===== config.mk =====
export PLATFORM = sky130hd
export DESIGN_NAME = fifo_push_arbiter
export DESIGN_NICKNAME = d
export VERILOG_FILES = /design/src/rtl/fifo_push_arbiter_pkg.sv /design/src/rtl/fifo_push_arbiter_chk.sv /design/src/rtl/fifo_push_arbiter_rr_picker.sv /design/src/rtl/fifo_push_arbiter.sv
export SDC_FILE = /design/constraint.sdc
export NUM_CORES = 1
export LEC_CHECK = 0
export CAP_MARGIN = 20
export CORE_ASPECT_RATIO = 1.5
export CORE_UTILIZATION = 35
export CTS_CLUSTER_SIZE = 40
export DETAILED_ROUTE_END_ITERATION = 12
export PLACE_DENSITY = 0.76
export SLEW_MARGIN = 10
export SYNTH_ARGS = -nofsm -noshare
export SYNTH_HDL_FRONTEND = slang
export SYNTH_SLANG_ARGS = --single-unit

===== constraint.sdc =====
create_clock -name clk -period 1.41 [get_ports clk]
set_input_delay 0.282 -clock clk [delete_from_list [all_inputs] [get_ports clk]]
set_output_delay 0.282 -clock clk [all_outputs]
set_load 0.02 [all_outputs]

===== src/rtl/fifo_push_arbiter_pkg.sv =====
// Shared configuration for the FIFO push-side arbitration logic:
// default sizes, index-width helper, FSM state type and burst counter type.
package fifo_config;

    localparam int DATA_WIDTH = 8;
    localparam int NUM_REQ    = 4;
    localparam int MAX_BURST  = 4;

    // Width of an index into n requesters, never narrower than one bit.
    function automatic int idx_width(input int n);
        return (n > 1) ? $clog2(n) : 1;
    endfunction

    localparam int IDX_W   = idx_width(NUM_REQ);
    localparam int BURST_W = $clog2(MAX_BURST + 1);

    typedef enum logic {
        ARB_IDLE = 1'b0,
        ARB_BUSY = 1'b1
    } arb_state_t;

    typedef logic [BURST_W-1:0] burst_cnt_t;

endpackage


===== src/rtl/fifo_push_arbiter_chk.sv =====
// Property checker for the push arbiter: grant shape, full/push exclusion,
// busy/grant consistency and the requester data-hold protocol.
module fifo_push_arbiter_chk #(
    parameter int NUM_REQ    = 4,
    parameter int DATA_WIDTH = fifo_config::DATA_WIDTH
) (
    input logic                  clk,
    input logic                  res,
    input logic [NUM_REQ-1:0]    req,
    input logic [DATA_WIDTH-1:0] req_data [NUM_REQ],
    input logic [NUM_REQ-1:0]    gnt,
    input logic                  fifo_push,
    input logic                  fifo_full,
    input logic                  busy
);

    a_gnt_onehot0: assert property (@(posedge clk) disable iff (!res) $onehot0(gnt));

    a_push_not_full: assert property (@(posedge clk) disable iff (!res) fifo_push |-> !fifo_full);

    a_busy_gnt: assert property (@(posedge clk) disable iff (!res) busy == (|gnt));

    // A stalled granted word must stay put until it is accepted or withdrawn.
    for (genvar i = 0; i < NUM_REQ; i++) begin : g_hold
        a_data_hold: assert property (@(posedge clk) disable iff (!res)
            (req[i] && gnt[i] && fifo_full) |=> (!req[i] || $stable(req_data[i])));
    end

endmodule


===== src/rtl/fifo_push_arbiter_rr_picker.sv =====
// Combinational round-robin picker: finds the first set request strictly
// after last_owner_i, wrapping to index 0. Shared by push and pull schedulers.
module rr_picker #(
    parameter int NUM_REQ = 4,
    parameter int PICK_W  = fifo_config::idx_width(NUM_REQ)
) (
    input  logic [NUM_REQ-1:0] req_i,
    input  logic [PICK_W-1:0]  last_owner_i,
    output logic               found_o,
    output logic [PICK_W-1:0]  next_idx_o
);
    import fifo_config::*;

    // Scan candidates last_owner+1 .. last_owner+NUM_REQ (mod NUM_REQ); first hit wins.
    always_comb begin
        int                cand;
        logic [PICK_W-1:0] cand_idx;
        logic              hit;
        found_o    = 1'b0;
        next_idx_o = '0;
        cand       = 0;
        cand_idx   = '0;
        hit        = 1'b0;
        for (int k = 1; k <= NUM_REQ; k++) begin
            cand       = (int'(last_owner_i) + k) % NUM_REQ;
            cand_idx   = cand[PICK_W-1:0];
            hit        = req_i[cand_idx] & ~found_o;
            next_idx_o = hit ? cand_idx : next_idx_o;
            found_o    = found_o | hit;
        end
    end

endmodule


===== src/rtl/fifo_push_arbiter.sv =====
// Round-robin arbiter sharing one FIFO push port among NUM_REQ requesters,
// with a MAX_BURST fairness limit applied only while others are waiting.
module fifo_push_arbiter #(
    parameter int   NUM_REQ    = 4,
    parameter int   DATA_WIDTH = fifo_config::DATA_WIDTH,
    parameter int   MAX_BURST  = 4,
    localparam int  OWNER_W    = fifo_config::idx_width(NUM_REQ)
) (
    input  logic                  clk,
    input  logic                  res,
    input  logic [NUM_REQ-1:0]    req,
    input  logic [DATA_WIDTH-1:0] req_data [NUM_REQ],
    output logic [NUM_REQ-1:0]    gnt,
    output logic [NUM_REQ-1:0]    ack,
    output logic                  fifo_push,
    output logic [DATA_WIDTH-1:0] fifo_din,
    input  logic                  fifo_full,
    output logic                  busy,
    output logic [OWNER_W-1:0]    owner
);
    import fifo_config::*;

    localparam int BURST_W = $clog2(MAX_BURST + 1);

    arb_state_t           state_q;
    logic [NUM_REQ-1:0]   gnt_q;
    logic [OWNER_W-1:0]   owner_q;
    logic [OWNER_W-1:0]   last_q;
    logic [BURST_W-1:0]   burst_q;

    logic                 pick_found_s;
    logic [OWNER_W-1:0]   pick_idx_s;
    logic [NUM_REQ-1:0]   onehot_s;
    logic                 own_req_s;
    logic                 own_ack_s;
    logic                 others_s;
    logic [BURST_W-1:0]   burst_inc_s;
    logic                 burst_hit_s;

    rr_picker #(
        .NUM_REQ (NUM_REQ),
        .PICK_W  (OWNER_W)
    ) u_picker (
        .req_i        (req),
        .last_owner_i (last_q),
        .found_o      (pick_found_s),
        .next_idx_o   (pick_idx_s)
    );

    // Decode the picked index into the one-hot grant loaded on arbitration.
    always_comb begin
        onehot_s = '0;
        for (int i = 0; i < NUM_REQ; i++) begin
            onehot_s[i] = (pick_idx_s == OWNER_W'(i));
        end
    end

    // Accept a word only from the granted requester and only when the FIFO has room.
    always_comb begin
        ack         = gnt_q & req & {NUM_REQ{~fifo_full}};
        own_req_s   = req[owner_q];
        own_ack_s   = ack[owner_q];
        others_s    = |(req & ~gnt_q);
        burst_inc_s = burst_q + BURST_W'(1);
        burst_hit_s = (burst_inc_s == BURST_W'(MAX_BURST));
    end

    // Route the owner's data to the FIFO while busy; drive zero when idle.
    always_comb begin
        if (state_q == ARB_BUSY) begin
            fifo_din = req_data[owner_q];
        end else begin
            fifo_din = '0;
        end
    end

    assign fifo_push = |ack;
    assign gnt       = gnt_q;
    assign busy      = (state_q == ARB_BUSY);
    assign owner     = owner_q;

    // Arbitration FSM: grant on IDLE, count accepted pushes, release on drop or burst limit.
    always_ff @(posedge clk or negedge res) begin
        if (!res) begin
            state_q <= ARB_IDLE;
            gnt_q   <= '0;
            owner_q <= '0;
            burst_q <= '0;
            last_q  <= OWNER_W'(NUM_REQ - 1);
        end else begin
            case (state_q)
                ARB_IDLE: begin
                    if (pick_found_s) begin
                        state_q <= ARB_BUSY;
                        gnt_q   <= onehot_s;
                        owner_q <= pick_idx_s;
                        last_q  <= pick_idx_s;
                        burst_q <= '0;
                    end else begin
                        state_q <= ARB_IDLE;
                        gnt_q   <= '0;
                    end
                end
                ARB_BUSY: begin
                    if (!own_req_s) begin
                        state_q <= ARB_IDLE;
                        gnt_q   <= '0;
                        burst_q <= '0;
                    end else if (own_ack_s) begin
                        if (burst_hit_s) begin
                            burst_q <= '0;
                            if (others_s) begin
                                state_q <= ARB_IDLE;
                                gnt_q   <= '0;
                            end else begin
                                state_q <= ARB_BUSY;
                            end
                        end else begin
                            burst_q <= burst_inc_s;
                        end
                    end else begin
                        burst_q <= burst_q;
                    end
                end
                default: begin
                    state_q <= ARB_IDLE;
                    gnt_q   <= '0;
                    burst_q <= '0;
                end
            endcase
        end
    end

    fifo_push_arbiter_chk #(
        .NUM_REQ    (NUM_REQ),
        .DATA_WIDTH (DATA_WIDTH)
    ) u_chk (
        .clk       (clk),
        .res       (res),
        .req       (req),
        .req_data  (req_data),
        .gnt       (gnt),
        .fifo_push (fifo_push),
        .fifo_full (fifo_full),
        .busy      (busy)
    );

endmodule


==> flow_summary.toml, run 1 <==
[run_status]
outcome = "complete, but fails checks"
failed_checks = "setup timing"

[synthesis]
synth_xor_area_share_pct = 0.806
synth_top_cell_by_area = "dfrtp_1"
synthArstFlopShare_pct = 100
synthSimpleGateAreaFrac_pct = 24.2
synth-compound-area-share_pct = 18.0
synth_top_family_by_area = "simple AND/OR/NAND/NOR gates"
synth_fa_ha_area_share_pct = 2.30
synth-seq-area-share_pct = 27.8
synth.area.mux_share_pct = 22.1
yosys_warnings = 0
synth_ff_type = "dfrtp_1"
synth_nets = 142
synth_top_cell_area_share_pct = 23.0
netlist_area_um2 = 1090
synth_edf_count = 0
ys_ff_latch = 12
synthCells = 101
synth_area_leaders = "dfrtp_1 23%, mux4_2 10%, mux4_1 9.7%"
yosysUniqueCellTypes = 42
avgSynthCellArea_um2 = 10.8

[global_routing]
grt_max_degree = 13
overflow = 0
antenna_found_initial = 0
track_usage_pct = 23.1
grt_pass1_wl_um = 5630
grt_pass1_vias = 1266

[sta]
rsz0062_at_grt = "yes"
fin_crit_sh_pct = 132
fin_skew_ps = 2.09
finalSetupViolations = 20
setup_slack_ps = -454
timing.final.crit_period_ps = 1860
tightest_slew_ps = 331
final_max_slew_viol_count = 0
relSlewSlack_pct = 77.9
finalHoldViolations = 0
max_freq_ghz = 0.536

[hold_path]
hold_path_class = "in2async"

[clock_network]
cts_made_buffers = 3
cts_tree = "done"
cts_max_path_buffers = 2
cts_root_buf = "clkbuf_8"
clkTransAtPathRegs_ps = 60
htreeDepth = 1
clk_latency_ps = 240
hold_buffers = 0
clkSinkCount = 12

[setup_path]
cp.arrival_ps = 1580
critPathMaxFanout = 5
end_kind = "output pin"
r2r_slack_ps = -390
crit-reg2reg-launch = "owner[0]$_DFFE_PN0P_"
worstRegToRegCells = 6
worst-setup-path-type = "reg2out"
critPathLaunchType = "flop"
critPathRequiredTime_ps = 1130
regToRegEndpoint = "burst_q[0]$_DFFE_PN0P_"

[cells_and_area]
syn_to_final_growth_pct = 97.2
nets = 234
regArea_um2 = 312
multiInputGateArea_um2 = 856
layout_commonest_cell = "clkdlybuf4s50_1"
n_fill_cell = 218
antenna-diode-count = 0
final_cell_mix = "33 x clkdlybuf4s50_1, 28 x buf_4, 13 x buf_6, 9 x mux4_2, 8 x and2_4"
fin_cells = 231
stdcell_area_um2 = 2140
drive_above_1_share_pct = 52.6
final_core_util_pct = 72.9

[floorplanning]
die_w_um = 47.5
fp.dieH_um = 70.3
coreArea_um2 = 2940
initial_core_util_pct = 36.9
dieArea_um2 = 3340
num_rows = 24
ios = 59

[detailed_routing]
wl_per_cell_um = 16.6
drc = 0
vias = 1244
drt-initial-drc-count = 18
drt-total-wl_um = 3840
ant_nets = 0
dr.pass1.iters = 4
viasPerCell = 5.39

[place]
placed_cells = 222
dp_hpwl_um = 2930
placed_cell_area_um2 = 1940
port_buffers = 58
place.gp.congestion = 0.884

[pwr]
p_leak_uw = 0.000933
power.density_nw_per_um2 = 1880
power.total_uw = 4040
vdd_drop_max_v = 0.00153

[run]
cap_violations = 0
sequential cells by signal (all words and copies together) (netlist names):
name / count
busy: 1
owner: 2
last_q: 2
gnt: 4
burst_q: 3
logic make-up after synthesis:
family                     count (synthesis)
AOI/OAI and AO/OA                         21
xor gates and xnor gates                   1
adders and majority gates                  2
buffers and inverters                      8
DFF                                       12
muxes                                     11
and+or+nand+nor                           46
critical path, stage by stage, from the launching register on:
cell and delay, ps:
dfrtp_2 410, clkbuf_16 160, mux4_2 480, and2_4 170, buf_6 120
per-stage QoR:
stage | setup slack (ps) | setup TNS [ps] | hold slack, ps
final | -454 | -6690 | 345
after global placement | -870 | -14430 | 562
after floorplan | -181 | -2050 | -13.6
after global routing | -486 | -7650 | 364
after detailed placement | -903 | -15190 | 564
after CTS | -425 | -6390 | 350
cell type report:
type	count	share of cell area, %
Timing Repair Buffer	91	40.0
Multi-Input combinational cell	81	39.9
Sequential cell	12	14.5
Clock buffer	4	2.57
Tap cell	39	2.28
Inverter	4	0.700
worst max-delay path by stage:
stage	startpoint	to	slack, ps	cells past startpoint
3_3_place_gp	fifo_full	fifo_push	-870	4
2_1_floorplan	owner[0]$_DFFE_PN0P_	fifo_din[0]	-180	3
3_5_place_dp	fifo_full	fifo_push	-900	4
5_1_grt	owner[0]$_DFFE_PN0P_	fifo_din[6]	-490	4
6_report	owner[0]$_DFFE_PN0P_	fifo_din[4]	-450	4
4_1_cts	owner[0]$_DFFE_PN0P_	fifo_din[7]	-420	4
cell usage after synthesis (2+ instances only):
cell	count
o21a_1	2
mux4_1	4
mux4_2	5
dfstp_2	2
a32o_1	2
dfrtp_1	10
buf_6	3
a22o_1	2
mux2_1	2
and2_1	9
ha_1	2
nand4_1	2
nand3_1	2
nor2_1	9
nand2b_1	7
nand2_1	7
nor2b_1	2
o2111ai_1	2
inv_1	4
report_power, final:
part	switching (uW)	internal (uW)
clock	134	247
sequential	206	523
combinational	1260	1670
routing by layer:
metal | global-route usage (%) | share of wire, % | up-vias
met4 | 9.21 | 1.9 | 0
met1 | 24.3 | 36 | 594
met2 | 40.5 | 52 | 71
met3 | 5.94 | 11 | 8
li1 | - | - | 571
met5 | 0 | 0 | -
timing repair:
item / in CTS / in global routing
pin swaps: 12 / 9
setup buffers: 3 / 2
gates resized for setup: 84 / 24
gates cloned: 0 / 1
endpoints found under the setup margin: 32 / 29
Note: power is estimated with default switching activity, not from simulation.
==> run 2, diff against run 1 <==
CORE_MARGIN = 1.5   (was unset)
SKIP_CTS_REPAIR_TIMING = 1   (was unset)
==> flow_summary.toml, run 2 (synthesis results as in run 1) <==
[run_status]
outcome = "complete, but fails checks"
failed_checks = "setup timing"

[cells_and_area]
fin_cells = 235
drive_above_1_share_pct = 52.6
antenna-diode-count = 0
nets = 238
largest_reg_flops = 4
syn_to_final_growth_pct = 103
n_fill_cell = 192
final_core_util_pct = 74.8
layout_commonest_cell = "buf_4"
final_cell_mix = "34 x buf_4, 33 x clkdlybuf4s50_1, 12 x dlymetal6s2s_1, 10 x buf_6, 9 x mux4_2"

[place]
dp_slack_ps = -929
placed_cells = 222
dp_hpwl_um = 3120
port_buffers = 58
place.gp.congestion = 0.917

[clock_network]
cts_made_buffers = 3
cts_root_buf = "clkbuf_8"
clk_latency_ps = 250
htreeDepth = 1
cts_tree = "done"
clkTransAtPathRegs_ps = 50
clkSinkCount = 12
cts_max_path_buffers = 2

[pwr]
power.density_nw_per_um2 = 1900
vdd_drop_max_v = 0.00165
p_leak_uw = 0.00107

[detailed_routing]
dr.pass1.iters = 4
drt-total-wl_um = 4160
vias = 1294
wl_per_cell_um = 17.7
drc = 0
drt-initial-drc-count = 32
viasPerCell = 5.51
ant_nets = 0

[floorplanning]
coreArea_um2 = 2940
die_w_um = 48.5
initial_core_util_pct = 36.9
fp.dieH_um = 71.3
num_rows = 24
ios = 59
dieArea_um2 = 3460

[setup_path]
critPathLaunchType = "flop"
critPathRequiredTime_ps = 1130
cp.arrival_ps = 1620
end_kind = "output pin"
worst-setup-path-type = "reg2out"
critPathMaxFanout = 5

[global_routing]
overflow = 0
grt_pass1_wl_um = 6160
antenna_found_initial = 0
track_usage_pct = 23.0
grt_max_degree = 13
grt_pass1_vias = 1310

[sta]
fin_skew_ps = 0.602
rsz0062_at_grt = "yes"
finalHoldViolations = 0
fin_crit_sh_pct = 135
setup_slack_ps = -491
finalSetupViolations = 18
tightest_slew_ps = 333
final_max_slew_viol_count = 0
timing.final.crit_period_ps = 1900
relSlewSlack_pct = 77.8
hold_ws_ps = 349
max_freq_ghz = 0.526

[run]
cap_violations = 0

[hold_path]
hold_path_class = "in2async"
[run 2: cell types whose count changed in the layout (fill, tap and decap cells not counted), moves of 2 or more]
cell / delta
nand2_2: +2
o21ai_1: +2
buf_4: +6
dlymetal6s2s_1: +12
dlygate4sd2_1: -7
o21ai_2: -2
buf_6: -3
clkdlybuf4s15_1: -5
[run 2: final cells by class]
type | instances | area [um^2] | share of cell area [%]
Timing Repair Buffer | 95 | 928 | 42.2
Multi-Input combinational cell | 81 | 843 | 38.3
Tap cell | 39 | 48.8 | 2.22
Clock buffer | 4 | 55.1 | 2.50
Sequential cell | 12 | 312 | 14.1
Inverter | 4 | 15.0 | 0.682
[run 2: layer usage]
metal	routed length [um]	GRT usage [%]	vias up
li1	-	-	580
met2	2210	41.2	76
met4	89	12.4	0
met3	354	4.58	7
met5	0	0	-
met1	1500	25.5	631
[run 2: path summary, 6_finish.rpt]
check	from	end	slack, ps	cells past startpoint
min	res	gnt[3]$_DFFE_PN0P_	350	2
max in group asynchronous	res	last_q[1]$_DFFE_PN1P_	830	2
max reg2reg	owner[0]$_DFFE_PN0P_	gnt[3]$_DFFE_PN0P_	-330	5
min in group clk	last_q[0]$_DFFE_PN1P_	last_q[0]$_DFFE_PN1P_	580	1
max	owner[0]$_DFFE_PN0P_	fifo_din[5]	-490	4
min reg2reg	last_q[0]$_DFFE_PN1P_	last_q[0]$_DFFE_PN1P_	580	1
[run 2: through the flow]
step           setup TNS (ps)  area, um^2  power (uW)
2_1_floorplan           -2050        1140        2240
3_3_place_gp           -14930        1940        3220
3_5_place_dp           -15780        1940        3300
4_1_cts                -17060        2000        3710
5_1_grt                 -7470        2200        4380
6_report                -6550        2200        4180
[run 2: power breakdown]
part / internal [uW] / switching, uW / total (uW)
Clock: 248 / 141 / 389
Combinational: 1760 / 1330 / 3090
Sequential: 523 / 182 / 705
[run 2: critical path, cell delays in order, from the launching register on]
cell	delay (ps)
dfrtp_2	420
buf_12	140
mux4_2	520
and2_4	180
buf_6	120
